==> src/rtl/seqdet_pkg.sv <==
// -----------------------------------------------------------------------------
// seqdet_pkg
//   Shared types and reset constants for the serial pattern detector.
//   - seqdet_state_e : detector FSM state (IDLE / FILL / HUNT)
//   - RST_MASK_BIT   : reset value of every compare-mask bit (compare all bits)
//   - RST_OVERLAP    : reset value of the overlap-mode flag
// -----------------------------------------------------------------------------
package seqdet_pkg;

  typedef enum logic [1:0] {
    IDLE = 2'd0,  // detector disabled, window empty
    FILL = 2'd1,  // collecting bits, not enough history to match yet
    HUNT = 2'd2   // next accepted bit completes a full window
  } seqdet_state_e;

  localparam logic RST_MASK_BIT = 1'b1;
  localparam logic RST_OVERLAP  = 1'b1;

endpackage : seqdet_pkg

==> src/rtl/seqdet_match_counter.sv <==
// -----------------------------------------------------------------------------
// seqdet_match_counter
//   Saturating event counter with synchronous clear. Clear wins over a
//   coincident increment.
//   Ports:
//     clk    in   1      clock, rising edge
//     rst    in   1      asynchronous, active-high reset
//     clr_i  in   1      synchronous clear
//     inc_i  in   1      count one event
//     cnt_o  out  CNT_W  events since clear, sticks at all-ones
// -----------------------------------------------------------------------------
module seqdet_match_counter #(
  parameter int CNT_W = 16
) (
  input  logic             clk,
  input  logic             rst,
  input  logic             clr_i,
  input  logic             inc_i,
  output logic [CNT_W-1:0] cnt_o
);

  logic [CNT_W-1:0] cnt_q;

  always_ff @(posedge clk or posedge rst) begin
    if (rst) begin
      cnt_q <= '0;
    end else if (clr_i) begin
      cnt_q <= '0;
    end else if (inc_i && (cnt_q != '1)) begin
      cnt_q <= cnt_q + CNT_W'(1);
    end
  end

  assign cnt_o = cnt_q;

endmodule : seqdet_match_counter

==> src/rtl/seq_pattern_detector.sv <==
// -----------------------------------------------------------------------------
// seq_pattern_detector
//   Serial bit-pattern detector with a runtime-programmable PAT_W-bit pattern,
//   per-bit don't-care mask and overlapping / non-overlapping match mode.
//   Optional saturating match counter, built only when SEQDET_MATCH_CNT_EN is
//   defined; otherwise match_cnt is tied to zero and cnt_clr is ignored.
//   PAT_W must be >= 2.
//   Ports:
//     clk          in   1      clock, rising edge
//     rst          in   1      asynchronous, active-high reset
//     en           in   1      detector enable
//     din_valid    in   1      din qualifier
//     din          in   1      serial data bit
//     cfg_load     in   1      capture cfg_* and restart the window
//     cfg_pattern  in   PAT_W  pattern, bit 0 = most recent bit
//     cfg_mask     in   PAT_W  1 = compare bit, 0 = don't care
//     cfg_overlap  in   1      1 = overlapping, 0 = non-overlapping
//     cnt_clr      in   1      synchronous clear of match_cnt
//     match        out  1      combinational, high with the completing bit
//     fill         out  clog2(PAT_W+1)  valid bits in window, saturating
//     match_cnt    out  CNT_W  matches since clear
// -----------------------------------------------------------------------------
module seq_pattern_detector
  import seqdet_pkg::*;
#(
  parameter int PAT_W = 8,
  parameter int CNT_W = 16
) (
  input  logic                         clk,
  input  logic                         rst,
  input  logic                         en,
  input  logic                         din_valid,
  input  logic                         din,
  input  logic                         cfg_load,
  input  logic [PAT_W-1:0]             cfg_pattern,
  input  logic [PAT_W-1:0]             cfg_mask,
  input  logic                         cfg_overlap,
  input  logic                         cnt_clr,
  output logic                         match,
  output logic [$clog2(PAT_W+1)-1:0]   fill,
  output logic [CNT_W-1:0]             match_cnt
);

  localparam int                FILL_W    = $clog2(PAT_W + 1);
  localparam logic [FILL_W-1:0] FILL_FULL = FILL_W'(PAT_W);
  localparam logic [FILL_W-1:0] FILL_HUNT = FILL_W'(PAT_W - 1);

  // Only the PAT_W-1 most recent bits are stored: the newest bit of a
  // candidate window is always the one on din this cycle.
  logic [PAT_W-2:0]  win_q;
  logic [PAT_W-1:0]  win_d;
  logic [FILL_W-1:0] fill_q;
  logic [FILL_W-1:0] fill_d;
  logic [PAT_W-1:0]  pat_q;
  logic [PAT_W-1:0]  mask_q;
  logic              ovl_q;
  seqdet_state_e     state_q;
  logic              accept;
  logic              hit;

  // A load cycle discards din, so it never counts as an accepted bit.
  assign accept = en & din_valid & ~cfg_load;
  assign win_d  = {win_q, din};
  assign fill_d = (fill_q == FILL_FULL) ? fill_q : fill_q + FILL_W'(1);

  // NOTE: match is deliberately combinational (Mealy) so the event is flagged
  // in the same cycle the completing bit is on din; register downstream if
  // timing requires.
  assign hit   = (state_q == HUNT) & accept & (((win_d ^ pat_q) & mask_q) == '0);
  assign match = hit;
  assign fill  = fill_q;

  // NOTE: every register here, configuration included, returns to its reset
  // value asynchronously; all sequential updates use non-blocking assignment
  // so the whole block reads pre-edge values.
  always_ff @(posedge clk or posedge rst) begin
    if (rst) begin
      state_q <= IDLE;
      win_q   <= '0;
      fill_q  <= '0;
      pat_q   <= '0;
      mask_q  <= {PAT_W{RST_MASK_BIT}};
      ovl_q   <= RST_OVERLAP;
    end else if (cfg_load) begin
      pat_q   <= cfg_pattern;
      mask_q  <= cfg_mask;
      ovl_q   <= cfg_overlap;
      win_q   <= '0;
      fill_q  <= '0;
      state_q <= en ? FILL : IDLE;
    end else if (!en) begin
      win_q   <= '0;
      fill_q  <= '0;
      state_q <= IDLE;
    end else if (hit && !ovl_q) begin
      // Non-overlapping: the completing bit is not reused in the next match.
      win_q   <= '0;
      fill_q  <= '0;
      state_q <= FILL;
    end else if (din_valid) begin
      win_q   <= win_d[PAT_W-2:0];
      fill_q  <= fill_d;
      state_q <= (fill_d >= FILL_HUNT) ? HUNT : FILL;
    end else if (state_q == IDLE) begin
      state_q <= FILL;
    end
  end

`ifdef SEQDET_MATCH_CNT_EN
  seqdet_match_counter #(
    .CNT_W (CNT_W)
  ) u_match_counter (
    .clk   (clk),
    .rst   (rst),
    .clr_i (cnt_clr),
    .inc_i (hit),
    .cnt_o (match_cnt)
  );
`else
  logic unused_cnt_clr;
  assign unused_cnt_clr = cnt_clr;
  assign match_cnt      = '0;
`endif

endmodule : seq_pattern_detector

==> config.mk <==
export PLATFORM = sky130hd
export DESIGN_NAME = seq_pattern_detector
export DESIGN_NICKNAME = d
export VERILOG_FILES = /design/src/rtl/seqdet_pkg.sv /design/src/rtl/seqdet_match_counter.sv /design/src/rtl/seq_pattern_detector.sv
export SDC_FILE = /design/constraint.sdc
export NUM_CORES = 1
export LEC_CHECK = 0
export CAP_MARGIN = 20
export CORE_MARGIN = 4
export CORE_UTILIZATION = 50
export CTS_CLUSTER_DIAMETER = 150
export DETAILED_ROUTE_END_ITERATION = 12
export MAX_ROUTING_LAYER = met4
export PLACE_DENSITY = 0.84
export SYNTH_ARGS = -nofsm -noshare
export SYNTH_HDL_FRONTEND = slang
export SYNTH_SLANG_ARGS = --single-unit
==> constraint.sdc <==
create_clock -name clk -period 4.43 [get_ports clk]
set_input_delay 0.886 -clock clk [delete_from_list [all_inputs] [get_ports clk]]
set_output_delay 0.886 -clock clk [all_outputs]
set_load 0.05 [all_outputs]
==> flow_summary.toml, run 1 <==
[status]
outcome = "finished, final reports clean"

[yosys]
ys_types = 33
synth.avg_cell_area_um2 = 11.89
seq_area_frac_synth = 0.4677
ys_warn_count = 0
netlist_area_um2 = 1629
synth-seq-cells = 30
synthCells = 137

[clock_tree]
insertion_delay_ns = 0.31
cts_tree = "built"
hold_buffers = 0
postCtsSetupRepairBufs = 0
cts_made_buffers = 5
cts.sinks = 30
ctsHtreeMaxLevel = 2
cts_root_buf = "clkbuf_4"
cts_resized = 0
clockBufferDepth = 2
path_clk_slew_ns = 0.09

[grt]
grt.total_usage = 0.1635
overflow = 0
antenna_found_initial = 0
grt_max_degree = 31
grt_pass1_vias = 1113
grt_pass1_wl_um = 5106

[timing]
fin_crit_ns = 3.298
rsz0062_at_grt = "false"
max_slew_margin = 0.6090
report.final.hold_viol_count = 0
finalCritPeriodShare = 0.7446
fin_skew_ns = 0.008957
slew_violations = 0
finalSetupTns_ns = 0
fmax_ghz = 0.3032
worst_pin_slew_ns = 0.5858
setup-violations-final = 0

[finish]
multiInputGateArea_um2 = 763.2
area_growth_pct = 19.74
fill_cells = 264
layout_common_cells = "26 x clkdlybuf4s50_1, 21 x dfrtp_1, 17 x mux2_2"
layout_commonest_cell = "clkdlybuf4s50_1"
num_antenna_cells = 0
drive_above_1_share = 0.2485
num-nets-final = 196
register_area_um2 = 762.0

[floorplan]
die_area_um2 = 4235
initial_core_util = 0.5293
core_area_um2 = 3078
core.rowCount = 20
io_pins = 45
die_w_um = 65.08
die_h_um = 65.08

[critical_path]
critPathMaxFanout = 21
slowest_stage = "clkdlybuf4s50_1"
max_stage_delay_ns = 0.40
critPathLaunchType = "input port"
crit_arrival_ns = 2.41
crit_path_cell_trace = "clkdlybuf4s50_1 > buf_4 > nand2b_4 > a211oi_4 > nor3b_1 > buf_4"
cp_common_cell = "buf_4"
r2r-start = "pat_q[7]"
worstSetupPathType = "in -> out"
endpoint_kind = "primary output"
startpoint = "cfg_load"
worstPathRequired_ns = 3.54
rrSetupSlack_ns = 2.78

[route]
firstDrtPassIters = 4
wl_um = 3064
drc = 0
drt_iter0_drc = 41
post_drt_via_cell_ratio = 4.977
wl_per_cell_um = 14.38
via_count = 1060
ant_nets = 0

[place]
routabilityCongestion = 0.7661
io_buffers = 27
dpl.hpwl_um = 2285

[run]
maxCapViolations = 0

[power]
ir_drop_v = 0.0001869
p_leak_nw = 0.8393
totalPowerFinal_w = 0.0005705
power_density_nw_per_um2 = 292.5

[hold_path]
hold_start = "pat_q[4]"
hold_class = "reg -> reg"
[critical path: cells and delay by family]
| family | cells | cell delay, ns |
|---|---|---|
| simple gates | 2 | 0.40 |
| compound gates | 1 | 0.28 |
| buf+inv | 3 | 0.85 |
[logic make-up after synthesis]
kind of cell,count (synthesis),synth area share
compound gates,11,0.06298
other cells,1,0.002302
mux,22,0.1482
simple gates,34,0.1329
flops,30,0.4677
xor+xnor,12,0.06452
buf+inv,24,0.09831
fa+ha+maj,3,0.02304
[stage by stage]
stage / worst slack [ns] / hold WS, ns / instances / instance area (um2) / utilization
2_1_floorplan: 1.026 / 0.4958 / 152 / 1685 / -
3_3_place_gp: 1.075 / 0.5118 / 205 / 1878 / 0.6102
3_5_place_dp: 1.138 / 0.5247 / 205 / 1878 / 0.6102
4_1_cts: 1.114 / 0.5453 / 212 / 1923 / 0.6248
5_1_grt: 1.032 / 0.5724 / 213 / 1951 / 0.6337
6_report: 1.132 / 0.5390 / 213 / 1951 / 0.6337
[area by class of cell]
type,count,area share
Clock buffer,7,0.02309
Sequential cell,30,0.3906
Inverter,4,0.007697
Tap cell,44,0.02822
Multi-Input combinational cell,98,0.3913
Timing Repair Buffer,30,0.1591
[metal layers]
metal / GRT usage / routed length [um] / vias to the layer above
li1: - / - / 500
met1: 0.1872 / 1262 / 511
met2: 0.2720 / 1546 / 45
met3: 0.05719 / 232 / 4
met4: 0.04663 / 22 / 0
met5: - / 0 / -
[cell usage after synthesis, drive strengths merged]
master / number / share of area
nor3b: 1 / 0.0046
o31ai: 2 / 0.018
or4: 1 / 0.0046
nand3b: 6 / 0.028
buf: 19 / 0.087
conb: 1 / 0.0023
nand2: 6 / 0.014
nor4b: 1 / 0.0054
ha: 3 / 0.023
mux2i: 5 / 0.031
nor3: 1 / 0.010
nor2: 9 / 0.022
nand2b: 1 / 0.0084
o21ai: 4 / 0.012
dfstp: 9 / 0.15
clkbuf: 1 / 0.0023
a211oi: 1 / 0.012
mux2: 17 / 0.12
nand3: 5 / 0.015
inv: 4 / 0.0092
a22oi: 2 / 0.012
xor2: 10 / 0.054
nand4: 3 / 0.021
dfrtp: 21 / 0.32
xnor2: 2 / 0.011
o31a: 1 / 0.0054
a21oi: 1 / 0.0031
[registers in the layout, indices dropped and copies added, names as in the netlist]
signal	count
mask_q	8
ovl_q	1
state_q	2
win_q	7
fill	4
pat_q	8
[path summary, 6_finish.rpt]
path	end	depth (start not counted)
max	match	6
min	pat_q[4]	1
max reg2reg	win_q[6]	5
min reg2reg	pat_q[4]	1
max in group asynchronous	mask_q[1]	3
min in group asynchronous	pat_q[7]	2
[report_power, final]
| group | internal [W] | leakage [nW] | switching (W) | total, W |
|---|---|---|---|---|
| Clock | 0.0000598 | 0.0254 | 0.0000850 | 0.000145 |
| Sequential | 0.000297 | 0.367 | 0.0000133 | 0.000310 |
| Combinational | 0.0000474 | 0.447 | 0.0000680 | 0.000115 |
| Total | 0.000404 | 0.839 | 0.000166 | 0.000571 |
Note: power is estimated with default switching activity, not from simulation.
==> run 2: changes to the inputs <==
Settings changed: CORE_UTILIZATION 50 to 43, PLACE_DENSITY 0.84 to 0.77.
Clock period 4.43 ns to 2.7 ns, I/O delays scaled along.
==> run 2 against run 1 <==
Against the previous run: clock power is 140% higher; highest routed layer unchanged; critical endpoint unchanged; clock skew is 0.0057 ns lower; register-to-register slack worse by 1.7 ns.
==> flow_summary.toml, run 2 (synthesis results as in run 1) <==
[status]
outcome = "finished, final reports clean"

[power]
swShare = 0.2698
netSwitchingPower_w = 0.0002826
p_comb_frac = 0.176
ir_drop_v = 0.0002940
p_leak_nw = 0.8537
power_density_nw_per_um2 = 525.2
clkPwrFrac = 0.337
p_int_w = 0.0007648
seqPwrFrac = 0.486

[finish]
reg_top3 = "mask_q: 8 flops, pat_q: 8 flops, win_q: 7 flops"
layout_commonest_cell = "clkdlybuf4s50_1"
num-nets-final = 196
layout_common_cells = "26 x clkdlybuf4s50_1, 21 x dfrtp_1, 17 x mux2_2"
fill_cells = 310
area_growth_pct = 22.43
drive_above_1_share = 0.2604
num_antenna_cells = 0

[critical_path]
critPathBufInv = 2
critPathLaunchType = "input port"
crit_family = "buffers and inverters"
max_stage_delay_ns = 0.53
worstPathRequired_ns = 2.16
slowest_stage = "clkdlybuf4s50_1"
crit_path_cell_trace = "clkdlybuf4s50_1 > nand2b_4 > a211oi_4 > nor3b_2 > buf_12"
rrSetupSlack_ns = 1.10
worstSetupPathType = "in -> out"
endpoint_kind = "primary output"
r2r-start = "pat_q[7]"
rr_worst_depth = 5
crit_arrival_ns = 1.89
worstReg2RegEnd = "fill[0]"
critPathMaxFanout = 2

[route]
wl_um = 2886
drc = 0
firstDrtPassIters = 3
drt_iter0_drc = 51
via_count = 1037
wl_per_cell_um = 13.30
post_drt_via_cell_ratio = 4.779
ant_nets = 0

[clock_tree]
cts.sinks = 30
cts_resized = 0
postCtsSetupRepairBufs = 0
hold_buffers = 0
path_clk_slew_ns = 0.06
cts_made_buffers = 5
clockBufferDepth = 2
insertion_delay_ns = 0.27
cts_root_buf = "clkbuf_8"
cts_tree = "built"
ctsHtreeMaxLevel = 2

[floorplan]
core.rowCount = 22
die_h_um = 69.55
initial_core_util = 0.4450
die_area_um2 = 4837
core_area_um2 = 3661
io_pins = 45
die_w_um = 69.55

[timing]
report.final.hold_viol_count = 0
fin_skew_ns = 0.003272
setup_slack_ns = 0.2669
finalCritPeriodShare = 0.9012
setup-violations-final = 0
finalSetupTns_ns = 0
fmax_ghz = 0.4110
slew_violations = 0
rsz0062_at_grt = "false"
fin_crit_ns = 2.433

[place]
dpl.hpwl_um = 2219
io_buffers = 27
routabilityCongestion = 0.8102
pre_cts_ws_ns = 0.2501

[hold_path]
hold_class = "reg -> reg"
hold_depth = 1
hold_start = "pat_q[0]"
holdPathEnd = "pat_q[0]"

[grt]
grt_pass1_vias = 1126
grt_pass1_wl_um = 4995
grt_max_degree = 21
grt.total_usage = 0.1324
antenna_found_initial = 0
overflow = 0

[run]
maxCapViolations = 0
[run 2: final cells by class]
cell class              count  area, um2  area share
inverters                   4      15.01    0.007528
flip-flops and latches     30      762.0      0.3821
well taps                  48      60.06     0.03011
multi-input cells          98      768.2      0.3852
repair buffers             30      302.8      0.1518
clock buffers               7      86.33     0.04329
[run 2: worst reg2reg max path, cell delays in order, from the launching register on]
cell and delay, ns:
dfrtp_1 0.39, xor2_1 0.19, a211oi_4 0.31, nand4_4 0.16
o31ai_4 0.34, nor2_1 0.09
[run 2: power groups by stage]
stage | clock network, W | registers (W) | logic (W)
floorplan | 0 | 0.000515 | 0.000153
global placement | 0 | 0.000515 | 0.000181
detailed placement | 0 | 0.000518 | 0.000186
CTS | 0.000366 | 0.000511 | 0.000187
global route | 0.000393 | 0.000513 | 0.000199
finish | 0.000353 | 0.000510 | 0.000185
[run 2: how the worst max path moves through the flow]
stage / start / slack, ns / endpoint / cells past startpoint
global route: en / 0.22 / match / 5
finish: din_valid / 0.27 / match / 5
global placement: din_valid / 0.26 / match / 5
CTS: din_valid / 0.25 / match / 5
floorplan: din_valid / 0.48 / match / 4
detailed placement: din_valid / 0.25 / match / 5
[run 2: per-layer routing]
layer	share of wire	track usage	up-vias	wire, um
met2	0.52	0.2352	37	1514
met5	0	-	-	0
met1	0.40	0.1429	498	1166
met4	0.0062	0.03905	0	18
li1	-	-	500	-
met3	0.064	0.03768	2	186
[run 2: metrics by stage]
step                power [W]    util  hold slack [ns]  instance area [um2]  std cells
global route         0.001105  0.5448           0.5450                 1994        217
detailed placement  0.0007036  0.5212           0.5178                 1908        210
CTS                  0.001064  0.5448           0.5311                 1994        217
finish               0.001047  0.5448           0.5282                 1994        217
floorplan           0.0006680       -           0.4958                 1690        152
global placement    0.0006961  0.5212           0.5120                 1908        210
==> run 3: changes to the inputs <==
Settings changed: CORE_UTILIZATION 43 to 35, PLACE_DENSITY 0.77 to 0.65.
==> run 3 against run 2 <==
Against the previous run: critical path type unchanged; combinational power is essentially flat; global-route usage down 2.3 points; wire length increased by 0.42%.
==> flow_summary.toml, run 3 (synthesis results as in run 1) <==
[timing]
slew_violations = 0
fin_skew_ns = 0.007454
max_slew_margin = 0.6677
finalCritPeriodShare = 0.9139
fin_crit_ns = 2.468
setup_slack_ns = 0.2324
report.final.hold_viol_count = 0
fmax_ghz = 0.4053
rsz0062_at_grt = "false"
setup-violations-final = 0
worst_pin_slew_ns = 0.4970
finalSetupTns_ns = 0

[hold_path]
holdPathEnd = "pat_q[4]"
hold_class = "reg -> reg"
hold_depth = 1
hold_start = "pat_q[4]"

[grt]
overflow = 0
antenna_found_initial = 0
grt_pass1_wl_um = 4954
grt.total_usage = 0.1089
grt_pass1_vias = 1109
grt_max_degree = 31

[route]
firstDrtPassIters = 4
wl_um = 2898
wl_per_cell_um = 13.05
ant_nets = 0
drc = 0
via_count = 1034
drt_iter0_drc = 29
post_drt_via_cell_ratio = 4.658

[floorplan]
die_h_um = 76.23
core.rowCount = 24
die_area_um2 = 5810
initial_core_util = 0.3666
io_pins = 45
die_w_um = 76.23
core_area_um2 = 4444

[place]
dpl.hpwl_um = 2209
io_buffers = 27
place_area_um2 = 1913
routabilityCongestion = 0.7455
pre_cts_ws_ns = 0.2456

[critical_path]
slowest_stage = "clkdlybuf4s50_1"
critPathLaunchType = "input port"
critPathMaxFanout = 2
r2r-start = "pat_q[7]"
startpoint = "din_valid"
rrSetupSlack_ns = 1.06
endpoint_kind = "primary output"
crit_arrival_ns = 1.93
rr_worst_depth = 5
worstReg2RegEnd = "fill[3]"
crit_path_cell_trace = "clkdlybuf4s50_1 > nand2b_4 > a211oi_4 > nor3b_2 > buf_12"
max_stage_delay_ns = 0.53
worstSetupPathType = "in -> out"
worstPathRequired_ns = 2.16

[finish]
drive_above_1_share = 0.2647
fill_cells = 396
num_antenna_cells = 0
reg_top3 = "mask_q: 8 flops, pat_q: 8 flops, win_q: 7 flops"
layout_commonest_cell = "clkdlybuf4s50_1"
multiInputGateArea_um2 = 768.2
fin_util = 0.4510
stdcell_area_um2 = 2004
layout_common_cells = "26 x clkdlybuf4s50_1, 21 x dfrtp_1, 17 x mux2_2"
num-nets-final = 196
area_growth_pct = 23.04
register_area_um2 = 762.0

[clock_tree]
path_clk_slew_ns = 0.06
cts_tree = "built"
hold_buffers = 0
cts.sinks = 30
insertion_delay_ns = 0.28
cts_made_buffers = 5
cts_root_buf = "clkbuf_8"
ctsHtreeMaxLevel = 2
cts_resized = 0
clockBufferDepth = 2
postCtsSetupRepairBufs = 0

[power]
p_leak_nw = 0.8576
ir_drop_v = 0.0004078
power_density_nw_per_um2 = 526.6

[run]
maxCapViolations = 0

[status]
outcome = "finished, final reports clean"
run 3: worst max-delay path by stage:
| stage | slack, ns | to | depth (start not counted) |
|---|---|---|---|
| after floorplan | 0.48 | match | 4 |
| after global placement | 0.25 | match | 5 |
| after detailed placement | 0.25 | match | 5 |
| after CTS | 0.23 | match | 5 |
| after global routing | 0.15 | match | 5 |
| final | 0.23 | match | 5 |
run 3: power by group:
group	switching [W]	total, W	internal (W)
logic	0.000110	0.000185	0.0000746
registers	0.0000211	0.000509	0.000488
clock network	0.000156	0.000361	0.000205
total	0.000288	0.00106	0.000768
run 3: stage by stage:
step / std cells / total power [W] / hold WS (ns)
global route: 222 / 0.001111 / 0.5504
finish: 222 / 0.001056 / 0.5288
global placement: 214 / 0.0006988 / 0.5138
floorplan: 152 / 0.0006680 / 0.4958
CTS: 222 / 0.001079 / 0.5328
detailed placement: 214 / 0.0007047 / 0.5199
run 3: layout make-up:
type,instances,area share
Clock buffer,7,0.04307
Clock inverter,1,0.002497
Inverter,4,0.007491
Multi-Input combinational cell,98,0.3833
Sequential cell,30,0.3802
Tap cell,52,0.03246
Timing Repair Buffer,30,0.1511
run 3: layer usage:
metal / track usage / share of wire
met5: - / 0
met2: 0.1784 / 0.48
met1: 0.1262 / 0.44
met4: 0.02899 / 0.0093
met3: 0.04019 / 0.077
run 3: critical path, delay by kind of cell:
kind	cells	cell delay (ns)
AO/OA/AOI/OAI	1	0.29
buffers and inverters	2	0.71
AND/OR/NAND/NOR	2	0.40
